$ cat src/rtl/hex_line_decoder.sv
// hex_line_decoder
//   Receive side of the inline debug print path. Consumes the ASCII byte stream
//   produced by a "%x\n" display and rebuilds the hex digits of each line into a
//   WIDTH-bit word, presented with error flags over a valid/ready handshake.
//
// Ports
//   CLK           clock, all state changes on the rising edge
//   RESET         synchronous active-high reset, wins over every other event
//   in_data       ASCII byte
//   in_valid      in_data valid
//   in_ready      byte accepted this cycle when in_valid is also high
//   out_data      decoded word (zero while out_valid is low)
//   out_bad_char  line held a byte that is not hex, CR or LF
//   out_overflow  line held more than MAXDIG hex digits
//   out_valid     out_data and flags valid
//   out_ready     consumer accepts the word
module hex_line_decoder #(
   parameter int unsigned WIDTH = 16
) (
   input  logic             CLK,
   input  logic             RESET,
   input  logic [7:0]       in_data,
   input  logic             in_valid,
   output logic             in_ready,
   output logic [WIDTH-1:0] out_data,
   output logic             out_bad_char,
   output logic             out_overflow,
   output logic             out_valid,
   input  logic             out_ready
);

   localparam int unsigned MAXDIG = (WIDTH + 3) / 4;
   localparam int unsigned CntW   = $clog2(MAXDIG + 2);

   localparam logic [CntW-1:0] MaxCnt = CntW'(MAXDIG);
   localparam logic [CntW-1:0] SatCnt = CntW'(MAXDIG + 1);

   localparam logic [7:0] AsciiCr = 8'h0D;
   localparam logic [7:0] AsciiLf = 8'h0A;

   typedef enum logic [1:0] {
      StIdle,
      StAccum,
      StEmit
   } state_e;

   state_e           state_q, state_d;
   logic [WIDTH-1:0] acc_q, acc_d;
   logic [CntW-1:0]  cnt_q, cnt_d;
   logic             bad_q, bad_d;
   logic             ovf_q, ovf_d;

   logic             is_hex;
   logic [3:0]       nib;
   logic [WIDTH+3:0] acc_shift;

   // ASCII hex digit decode.
   always_comb begin
      is_hex = 1'b0;
      nib    = 4'h0;
      if (in_data >= 8'h30 && in_data <= 8'h39) begin
         is_hex = 1'b1;
         nib    = 4'(in_data - 8'h30);
      end else if (in_data >= 8'h61 && in_data <= 8'h66) begin
         is_hex = 1'b1;
         nib    = 4'(in_data - 8'h57);
      end else if (in_data >= 8'h41 && in_data <= 8'h46) begin
         is_hex = 1'b1;
         nib    = 4'(in_data - 8'h37);
      end
   end

   // Oldest digits fall off the top; a partial top digit is truncated.
   assign acc_shift = {acc_q, nib};

   always_comb begin
      state_d = state_q;
      acc_d   = acc_q;
      cnt_d   = cnt_q;
      bad_d   = bad_q;
      ovf_d   = ovf_q;

      case (state_q)
         StIdle, StAccum: begin
            if (in_valid) begin
               if (is_hex) begin
                  acc_d = acc_shift[WIDTH-1:0];
                  if (cnt_q != SatCnt) begin
                     cnt_d = cnt_q + 1'b1;
                  end
                  if (cnt_q >= MaxCnt) begin
                     ovf_d = 1'b1;
                  end
                  state_d = StAccum;
               end else if (in_data == AsciiCr) begin
                  state_d = state_q;
               end else if (in_data == AsciiLf) begin
                  // A blank line in StIdle produces no word.
                  if (state_q == StAccum) begin
                     state_d = StEmit;
                  end
               end else begin
                  bad_d   = 1'b1;
                  state_d = StAccum;
               end
            end
         end
         StEmit: begin
            if (out_ready) begin
               acc_d   = '0;
               cnt_d   = '0;
               bad_d   = 1'b0;
               ovf_d   = 1'b0;
               state_d = StIdle;
            end
         end
         default: begin
            state_d = StIdle;
         end
      endcase
   end

   always_ff @(posedge CLK) begin
      if (RESET) begin
         state_q <= StIdle;
         acc_q   <= '0;
         cnt_q   <= '0;
         bad_q   <= 1'b0;
         ovf_q   <= 1'b0;
      end else begin
         state_q <= state_d;
         acc_q   <= acc_d;
         cnt_q   <= cnt_d;
         bad_q   <= bad_d;
         ovf_q   <= ovf_d;
      end
   end

   // All outputs come straight from registers; no input-to-output path.
   assign in_ready     = (state_q != StEmit);
   assign out_valid    = (state_q == StEmit);
   assign out_data     = out_valid ? acc_q : '0;
   assign out_bad_char = out_valid & bad_q;
   assign out_overflow = out_valid & ovf_q;

endmodule
$ cat config.mk
export PLATFORM = sky130hd
export DESIGN_NAME = hex_line_decoder
export DESIGN_NICKNAME = d
export VERILOG_FILES = /design/src/rtl/hex_line_decoder.sv
export SDC_FILE = /design/constraint.sdc
export NUM_CORES = 1
export LEC_CHECK = 0
export CAP_MARGIN = 20
export CORE_ASPECT_RATIO = 1.4
export CORE_MARGIN = 2
export CORE_UTILIZATION = 53
export DETAILED_ROUTE_END_ITERATION = 16
export PLACE_DENSITY = 0.86
export SYNTH_ARGS = -nofsm -noshare
export SYNTH_HDL_FRONTEND = slang
export SYNTH_SLANG_ARGS = --single-unit
$ cat constraint.sdc
create_clock -name CLK -period 5.05 [get_ports CLK]
set_input_delay 1.01 -clock CLK [delete_from_list [all_inputs] [get_ports CLK]]
set_output_delay 1.01 -clock CLK [all_outputs]
set_load 0.1 [all_outputs]
==> results of run 1 <==
through the flow:
stage / instances / utilization, % / setup WS (ns) / instance area (sq um)
global route: 221 / 71.0 / 1.36 / 1700
detailed placement: 217 / 69.8 / 1.59 / 1670
global placement: 217 / 69.8 / 1.67 / 1670
CTS: 221 / 71.0 / 1.49 / 1700
finish: 221 / 71.0 / 1.48 / 1700
floorplan: 159 / - / 1.42 / 1340
worst max path at each step:
stage | cells after the start | endpoint | slack, ns | startpoint
after global placement | 7 | acc_q[2]$_SDFFE_PP0P_ | 1.67 | in_data[3]
after floorplan | 4 | out_data[10] | 1.42 | state_q[1]$_SDFFE_PP0P_
after CTS | 4 | in_ready | 1.49 | state_q[1]$_SDFFE_PP0P_
final | 4 | in_ready | 1.48 | state_q[1]$_SDFFE_PP0P_
after global routing | 4 | in_ready | 1.36 | state_q[1]$_SDFFE_PP0P_
after detailed placement | 7 | acc_q[3]$_SDFFE_PP0P_ | 1.59 | in_data[3]
registers in the layout, summed over array words and instances (netlist names):
register	flops
acc_q	16
bad_q	1
cnt_q	3
ovf_q	1
state_q	2
final cells by class:
class / count / area share (%)
clock buffer: 3 / 1.33
clock inverter: 1 / 0.295
inverter: 4 / 0.885
multi-input combinational: 123 / 48.7
sequential: 23 / 27.1
tap: 34 / 2.51
timing repair buffer: 33 / 19.2
where the power goes:
group	internal, mW	switching [mW]
clock	0.0295	0.0525
combinational	0.0156	0.0165
sequential	0.183	0.00127
worst max-delay path, delay by kind of cell, from the launching register on:
family,cells,cell delay [ns]
buffers and inverters,3,1.68
flip-flops,1,0.40
AND/OR/NAND/NOR,1,0.17
routing by layer:
layer	wire [microns]	part of all wire, %	up-vias	global-route usage (%)
li1	-	-	609	-
met5	0	0	-	0
met4	65	2.4	0	10.4
met2	1450	53	47	37.8
met1	1100	40	547	22.3
met3	134	4.9	8	3.72
placed cells by master (no fill, tap or decap), types with 2 or more instances in the layout:
master            n
and2_1           30
ha_1              6
clkdlybuf4s50_1  31
nor2b_1           2
a21oi_1          12
o21ai_1           2
o21bai_1          2
mux2i_1          14
nor3b_1           3
buf_4             2
nand2_1           5
nand2b_1          2
o21ai_0           2
inv_1             4
nand3b_1          2
or4_1             4
clkbuf_4          3
dfxtp_1          23
nor2_1           19
cells in the mapped netlist (2+ instances only):
cell type | n | area share [%]
ha_1 | 6 | 5.6
and2_1 | 30 | 14
o21bai_1 | 2 | 1.1
nand2_1 | 5 | 1.4
nor2_1 | 19 | 5.3
inv_1 | 4 | 1.1
mux2i_1 | 14 | 10
o21ai_1 | 2 | 0.75
nand2b_1 | 2 | 0.94
o21ai_0 | 2 | 0.75
or4_1 | 4 | 2.2
dfxtp_1 | 23 | 34
a21oi_1 | 12 | 4.5
clkbuf_1 | 7 | 2.0
nor3b_1 | 3 | 1.7
nor2b_1 | 2 | 0.94
nand3b_1 | 2 | 1.1
cell families (layout without fill, tap and decap cells):
logic type | Yosys count | count (layout) | synth area share, %
compound gates | 27 | 27 | 13.1
buf+inv | 13 | 41 | 3.74
fa+ha+maj | 6 | 6 | 5.62
mux | 14 | 14 | 10.5
simple gates | 76 | 76 | 32.6
flops | 23 | 23 | 34.5
==> flow_metrics.env, run 1 <==
export IMPL_crit_required_ns=4.04
export IMPL_crit_slowest_cell="clkdlybuf4s50_1"
export IMPL_status="complete, no violations"
export IMPL_synth_edf_count=0
export IMPL_min_delay_start="bad_q$_SDFFE_PP0P_"
export IMPL_synth_ff_type="dfxtp_1"
export IMPL_cts_hold_buffers=0
export IMPL_syn_inst=159
export IMPL_layout_area_seq_sq_um=460
export IMPL_io_buffers=31
export IMPL_path_cells="nor2b_1 -> buf_4 -> inv_1 -> clkdlybuf4s50_1"
export IMPL_relSlewSlack_pct=34.9
export IMPL_nets=206
export IMPL_skew_ns=0.00313
export IMPL_ant_nets=0
export IMPL_synth_seq_area_share_pct=34.5
export IMPL_power_density_mw_per_mm2=176
export IMPL_setup_viol=0
export IMPL_fin_setup_tns_ns=0
export IMPL_die_w_microns=46.4
export IMPL_drtIter0Drc=23
export IMPL_r2r_end="acc_q[3]$_SDFFE_PP0P_"
export IMPL_drc_errors=0
export IMPL_clk_path_buf_depth=2
export IMPL_synthesis_area_sq_mm=0.00134
export IMPL_rsz0062_at_grt="no"
export IMPL_root_buffer="clkbuf_4"
export IMPL_dp_final_hpwl_microns=2090
export IMPL_period_share_pct=70.7
export IMPL_io_pins=32
export IMPL_grt_pass1_wl_microns=4730
export IMPL_hold_path_class="flip-flop to flip-flop"
export IMPL_start_kind="flip-flop"
export IMPL_start_util_pct=55.9
export IMPL_cts_tree="done"
export IMPL_grt_ovfl_total=0
export IMPL_worst_slew_pin_slew_ns=0.973
export IMPL_wl_per_cell_microns=12.5
export IMPL_cp_max_fo=28
export IMPL_rrSetupSlack_ns=3.02
export IMPL_post_route_cells_drive_above_1_share_pct=4.28
export IMPL_hold_viol_final=0
export IMPL_multi_input_area_sq_um=826
export IMPL_critPathMaxStageDelay_ns=1.20
export IMPL_clkLatencyLatePin_ns=0.30
export IMPL_finalWeightedCongestion=0.841
export IMPL_synth_cell_types=37
export IMPL_firstDrtPassIters=4
export IMPL_fillers=187
export IMPL_antenna_found_initial=0
export IMPL_peakVddDrop_uv=129
export IMPL_reg2reg_depth=6
export IMPL_cts_made_buffers=3
export IMPL_die_area_sq_mm=0.00294
export IMPL_r2r_start="state_q[1]$_SDFFE_PP0P_"
export IMPL_post_cts_resized=0
export IMPL_fin_total_pwr_mw=0.299
export IMPL_die_height_microns=63.4
export IMPL_h_tree_depth=1
export IMPL_crit_arrival_ns=2.56
export IMPL_viasPerCell=5.48
export IMPL_holdWs_ns=0.469
export IMPL_area_growth_pct=27.0
export IMPL_end_kind="primary output"
export IMPL_path_class="flip-flop to primary output"
export IMPL_cts_setup_buffers=0
export IMPL_p_leak_nw=0.732
export IMPL_hold_path_end="bad_q$_SDFFE_PP0P_"
export IMPL_mappedNetlistNets=177
export IMPL_synth_seq_cells=23
export IMPL_whs_path_depth=2
export IMPL_syn_avg_cell_area_sq_um=8.40
export IMPL_antenna_cells=0
export IMPL_wl_microns=2750
export IMPL_vias=1211
export IMPL_grt_usage_pct=21.3
export IMPL_grt_pass1_vias=1135
export IMPL_grt_max_degree=29
export IMPL_path_clk_slew_ns=0.12
export IMPL_fin_crit_ns=3.57
export IMPL_ys_warn_count=0
export IMPL_row_count=21
export IMPL_drv_cap=0
export IMPL_core_area_sq_mm=0.00239
export IMPL_cts_sinks=23
export IMPL_fmax_mhz=280
export IMPL_async_reset_ff_share_pct=0
export IMPL_maxSlewViolCount=0
Power figures use the tool's default switching activity.
==> inputs of run 2 (changes only) <==
--- a/config.mk
+++ b/config.mk
@@ -8,9 +8,9 @@
 export CAP_MARGIN = 20
 export CORE_ASPECT_RATIO = 1.4
 export CORE_MARGIN = 2
-export CORE_UTILIZATION = 53
+export CORE_UTILIZATION = 49
 export DETAILED_ROUTE_END_ITERATION = 16
-export PLACE_DENSITY = 0.86
+export PLACE_DENSITY = 0.8
 export SYNTH_ARGS = -nofsm -noshare
 export SYNTH_HDL_FRONTEND = slang
 export SYNTH_SLANG_ARGS = --single-unit
==> constraint.sdc (replaced) <==
create_clock -name CLK -period 3.6 [get_ports CLK]
set_input_delay 0.72 -clock CLK [delete_from_list [all_inputs] [get_ports CLK]]
set_output_delay 0.72 -clock CLK [all_outputs]
set_load 0.1 [all_outputs]
==> run 2 against run 1 <==
Against the previous run: critical path depth is 5 higher; setup slack worse by 0.62 ns; largest power group unchanged; total power is 41% higher; final area is 2.4% lower; non-clock buffer count is 1 higher; worst hold slack worse by 0.0060 ns; core utilization is 7.6 points lower; clock power is 43% higher; sequential share of layout area is 0.66 points higher; cell count is 1.4% higher; sequential cell count stayed put; clock skew is 0.0024 ns lower.
==> flow_metrics.env, run 2 (synthesis results as in run 1) <==
export IMPL_period_share_pct=76.0
export IMPL_viasPerCell=5.35
export IMPL_wl_per_cell_microns=12.6
export IMPL_grt_pass1_vias=1149
export IMPL_cts_tree="done"
export IMPL_p_sw_share_pct=23.7
export IMPL_clk_path_buf_depth=2
export IMPL_io_pins=32
export IMPL_row_count=22
export IMPL_fmax_mhz=366
export IMPL_final_util_pct=63.3
export IMPL_cts_hold_buffers=0
export IMPL_cts_setup_buffers=0
export IMPL_drv_cap=0
export IMPL_p_leak_nw=0.775
export IMPL_vias=1199
export IMPL_maxSlewViolCount=0
export IMPL_layout_area_seq_sq_um=460
export IMPL_path_cells="clkdlybuf4s50_1 -> inv_1 -> ha_1 -> nor3b_1 -> o41ai_2 -> a21oi_2 -> buf_4 -> mux2i_1 -> nor2_1"
export IMPL_final_common_cell="and2_1"
export IMPL_end_kind="flip-flop"
export IMPL_reg2reg_depth=5
export IMPL_post_cts_resized=0
export IMPL_cts_made_buffers=3
export IMPL_seqPwrFrac_pct=61.5
export IMPL_top_regs="acc_q: 16 flops, cnt_q: 3 flops, state_q: 2 flops"
export IMPL_largest_reg_flops=16
export IMPL_setup_viol=0
export IMPL_netSwitchingPower_mw=0.0996
export IMPL_antenna_found_initial=0
export IMPL_whs_path_depth=2
export IMPL_finalWeightedCongestion=0.768
export IMPL_crit_arrival_ns=2.91
export IMPL_nets=207
export IMPL_layout_common_cells="30 x and2_1, 23 x dfxtp_1, 23 x buf_4"
export IMPL_die_height_microns=65.8
export IMPL_antenna_cells=0
export IMPL_status="complete, no violations"
export IMPL_skew_ns=0.000696
export IMPL_hold_viol_final=0
export IMPL_power_density_mw_per_mm2=253
export IMPL_firstDrtPassIters=4
export IMPL_start_kind="input port"
export IMPL_drtIter0Drc=26
export IMPL_ant_nets=0
export IMPL_grt_pass1_wl_microns=4660
export IMPL_die_w_microns=48.1
export IMPL_start_util_pct=51.1
export IMPL_h_tree_depth=1
export IMPL_hold_path_class="flip-flop to flip-flop"
export IMPL_multi_input_area_sq_um=826
export IMPL_fin_crit_ns=2.74
export IMPL_wl_microns=2820
export IMPL_area_growth_pct=24.0
export IMPL_post_route_cells_drive_above_1_share_pct=15.4
export IMPL_grt_usage_pct=20.5
export IMPL_clkLatencyLatePin_ns=0.31
export IMPL_crit_required_ns=3.78
export IMPL_p_int_mw=0.320
export IMPL_dp_final_hpwl_microns=2200
export IMPL_path_class="input port to flip-flop"
export IMPL_cts_sinks=23
export IMPL_fin_total_pwr_mw=0.420
export IMPL_path_clk_slew_ns=0.12
export IMPL_relSlewSlack_pct=46.0
export IMPL_die_area_sq_mm=0.00317
export IMPL_pwr_share_clk_pct=27.8
export IMPL_cp_max_fo=11
export IMPL_fillers=236
export IMPL_comb_power_share_pct=10.6
export IMPL_crit_slowest_cell="clkdlybuf4s50_1"
export IMPL_core_area_sq_mm=0.00262
export IMPL_regMostFlops="acc_q"
export IMPL_root_buffer="clkbuf_4"
export IMPL_peakVddDrop_uv=190
export IMPL_critPathMaxStageDelay_ns=0.57
export IMPL_drc_errors=0
export IMPL_worst_slew_pin_slew_ns=0.807
export IMPL_fin_setup_tns_ns=0
export IMPL_rsz0062_at_grt="no"
export IMPL_grt_max_degree=29
export IMPL_grt_ovfl_total=0
export IMPL_io_buffers=31
run 2: power by group through the flow:
stage,clock network [mW],registers [mW],logic (mW)
detailed placement,0,0.264,0.0447
global route,0.133,0.259,0.0493
CTS,0.121,0.258,0.0449
finish,0.117,0.258,0.0447
floorplan,0,0.264,0.0239
global placement,0,0.264,0.0432
run 2: final cells by class:
| cell class | instances | area share [%] |
|---|---|---|
| Inverter | 4 | 0.906 |
| Tap cell | 36 | 2.72 |
| Clock inverter | 1 | 0.302 |
| Multi-Input combinational cell | 123 | 49.8 |
| Sequential cell | 23 | 27.8 |
| Timing Repair Buffer | 34 | 17.1 |
| Clock buffer | 3 | 1.36 |
run 2: through the flow:
step / hold slack [ns] / setup WS, ns / instance area [sq um] / std cells
floorplan: 0.432 / 0.264 / 1340 / 159
global placement: 0.440 / 0.579 / 1630 / 220
detailed placement: 0.449 / 0.506 / 1630 / 220
CTS: 0.466 / 0.853 / 1660 / 224
global route: 0.500 / 0.721 / 1660 / 224
finish: 0.463 / 0.864 / 1660 / 224
run 2: critical path, delay by kind of cell:
family / cells / cell delay [ns]
AOI/OAI and AO/OA: 2 / 0.45
adders and majority gates: 1 / 0.24
muxes: 1 / 0.20
buffers and inverters: 3 / 0.93
and+or+nand+nor: 2 / 0.38
run 2: worst paths after layout:
kind,startpoint,end,slack (ns)
setup / recovery,in_data[1],acc_q[15]$_SDFFE_PP0P_,0.86
hold / removal,bad_q$_SDFFE_PP0P_,bad_q$_SDFFE_PP0P_,0.46
setup reg to reg,state_q[1]$_SDFFE_PP0P_,cnt_q[1]$_SDFFE_PP0P_,1.75
hold reg to reg,bad_q$_SDFFE_PP0P_,bad_q$_SDFFE_PP0P_,0.46
run 2: routing by layer:
metal / vias up / GRT usage, % / wire length [microns]
li1: 608 / - / -
met1: 550 / 19.7 / 1120
met5: - / 0 / 0
met4: 0 / 13.5 / 82
met3: 6 / 0.820 / 83
met2: 35 / 38.2 / 1540
==> inputs of run 3 (changes only) <==
==> constraint.sdc (replaced) <==
create_clock -name CLK -period 2.7 [get_ports CLK]
set_input_delay 0.54 -clock CLK [delete_from_list [all_inputs] [get_ports CLK]]
set_output_delay 0.54 -clock CLK [all_outputs]
set_load 0.1 [all_outputs]
==> run 3 against run 2 <==
Against the previous run: wire length increased by 11%; die area unchanged; setup slack got worse by 0.74 ns; combinational power increased by 60%; via count increased by 6.8%; sequential power increased by 34%; total power increased by 37%; critical path depth decreased by 3; global-route usage increased by 2.3 points; non-clock buffer count increased by 11; worst hold slack improved by 0.015 ns; critical path type unchanged; highest routed layer unchanged.
==> flow_metrics.env, run 3 (synthesis results as in run 1) <==
export IMPL_status="complete, no violations"
export IMPL_met1_length_microns=1110
export IMPL_skew_ns=0.00862
export IMPL_met2RoutedLength_microns=1770
export IMPL_io_buffers=31
export IMPL_setup_viol=0
export IMPL_grt_pass1_vias=1240
export IMPL_area_growth_pct=48.8
export IMPL_largest_reg_flops=16
export IMPL_routed_top_layer="met4"
export IMPL_min_delay_start="bad_q$_SDFFE_PP0P_"
export IMPL_cts_hold_buffers=0
export IMPL_start_kind="input port"
export IMPL_fin_crit_ns=2.57
export IMPL_vias=1281
export IMPL_dp_final_hpwl_microns=2560
export IMPL_post_cts_resized=0
export IMPL_cts_setup_buffers=0
export IMPL_p_leak_nw=0.883
export IMPL_grt_ovfl_total=0
export IMPL_wl_microns=3110
export IMPL_whs_path_depth=2
export IMPL_hold_path_class="flip-flop to flip-flop"
export IMPL_holdWs_ns=0.478
export IMPL_relSlewSlack_pct=74.0
export IMPL_rsz0062_at_grt="no"
export IMPL_grt_pass1_wl_microns=5250
export IMPL_layout_common_cells="30 x and2_1, 23 x dfxtp_1, 20 x buf_12"
export IMPL_worstSetupStartpoint="in_data[7]"
export IMPL_die_height_microns=65.8
export IMPL_grt_max_degree=29
export IMPL_end_kind="flip-flop"
export IMPL_ant_nets=0
export IMPL_wl_met3_microns=83
export IMPL_post_route_cells_drive_above_1_share_pct=19.6
export IMPL_wl_per_cell_microns=13.3
export IMPL_antenna_cells=0
export IMPL_fillers=193
export IMPL_fmax_mhz=388
export IMPL_r2r_start="state_q[1]$_SDFFE_PP0P_"
export IMPL_cts_made_buffers=3
export IMPL_maxSlewViolCount=0
export IMPL_top_regs="acc_q: 16 flops, cnt_q: 3 flops, state_q: 2 flops"
export IMPL_crit_arrival_ns=2.82
export IMPL_h_tree_depth=1
export IMPL_crit_required_ns=2.94
export IMPL_io_pins=32
export IMPL_final_util_pct=76.0
export IMPL_drv_cap=0
export IMPL_drc_errors=0
export IMPL_critPathMaxStageDelay_ns=0.58
export IMPL_path_clk_slew_ns=0.12
export IMPL_rrSetupSlack_ns=0.73
export IMPL_r2r_end="acc_q[3]$_SDFFE_PP0P_"
export IMPL_hold_viol_final=0
export IMPL_clk_path_buf_depth=2
export IMPL_cp_max_fo=9
export IMPL_worst_slew_pin_slew_ns=0.389
export IMPL_finalWeightedCongestion=0.841
export IMPL_viasPerCell=5.45
export IMPL_cts_tree="done"
export IMPL_die_area_sq_mm=0.00317
export IMPL_root_buffer="clkbuf_4"
export IMPL_start_util_pct=51.1
export IMPL_nets=218
export IMPL_core_area_sq_mm=0.00262
export IMPL_period_share_pct=95.3
export IMPL_cts_sinks=23
export IMPL_path_cells="clkdlybuf4s50_1 -> or4b_1 -> o41ai_2 -> a21oi_2 -> or4_1 -> a21oi_1"
export IMPL_firstDrtPassIters=4
export IMPL_die_w_microns=48.1
export IMPL_reg2reg_depth=5
export IMPL_path_class="input port to flip-flop"
export IMPL_fin_setup_tns_ns=0
export IMPL_row_count=22
export IMPL_grt_usage_pct=22.8
export IMPL_crit_slowest_cell="or4b_1"
export IMPL_peakVddDrop_uv=247
export IMPL_regMostFlops="acc_q"
export IMPL_power_density_mw_per_mm2=289
export IMPL_final_common_cell="and2_1"
export IMPL_clkLatencyLatePin_ns=0.31
export IMPL_antenna_found_initial=0
export IMPL_drtIter0Drc=35
export IMPL_hold_path_end="bad_q$_SDFFE_PP0P_"
[run 3: worst max path at each step]
stage / end / slack [ns]
2_1_floorplan: out_data[10] / 0.02
3_3_place_gp: acc_q[2]$_SDFFE_PP0P_ / 0.01
3_5_place_dp: acc_q[3]$_SDFFE_PP0P_ / -0.16
4_1_cts: acc_q[3]$_SDFFE_PP0P_ / 0.16
5_1_grt: acc_q[3]$_SDFFE_PP0P_ / 0.05
6_report: acc_q[3]$_SDFFE_PP0P_ / 0.13
[run 3: area by class of cell]
| class | instances | area [sq um] | area share [%] |
|---|---|---|---|
| inverters | 4 | 15.0 | 0.755 |
| multi-input cells | 123 | 826 | 41.5 |
| well taps | 36 | 45.0 | 2.27 |
| clock buffers | 4 | 26.3 | 1.32 |
| repair buffers | 45 | 616 | 31.0 |
| flip-flops and latches | 23 | 460 | 23.2 |
[run 3: metal layers]
metal	GRT usage, %	vias to the layer above
met5	0	-
met4	14.9	0
met3	1.64	14
met2	42.0	42
met1	22.1	591
li1	-	634
[run 3: worst max-delay path, delay by kind of cell]
kind,cells,cell delay [ns]
simple gates,2,1.08
compound gates,3,0.76
buf+inv,1,0.44
[run 3: through the flow]
step / instances / setup slack, ns / total power, mW / area [sq um]
finish: 235 / 0.126 / 0.574 / 1990
CTS: 235 / 0.158 / 0.576 / 1990
global placement: 231 / 0.0109 / 0.420 / 1960
global route: 235 / 0.0545 / 0.596 / 1990
detailed placement: 231 / -0.158 / 0.423 / 1960
floorplan: 159 / 0.0224 / 0.383 / 1340
[run 3: report_power, final]
group | switching, mW | leakage (nW) | internal, mW
Combinational | 0.0334 | 0.682 | 0.0379
Clock | 0.100 | 0.0150 | 0.0578
Sequential | 0.00233 | 0.186 | 0.342
Total | 0.136 | 0.883 | 0.438
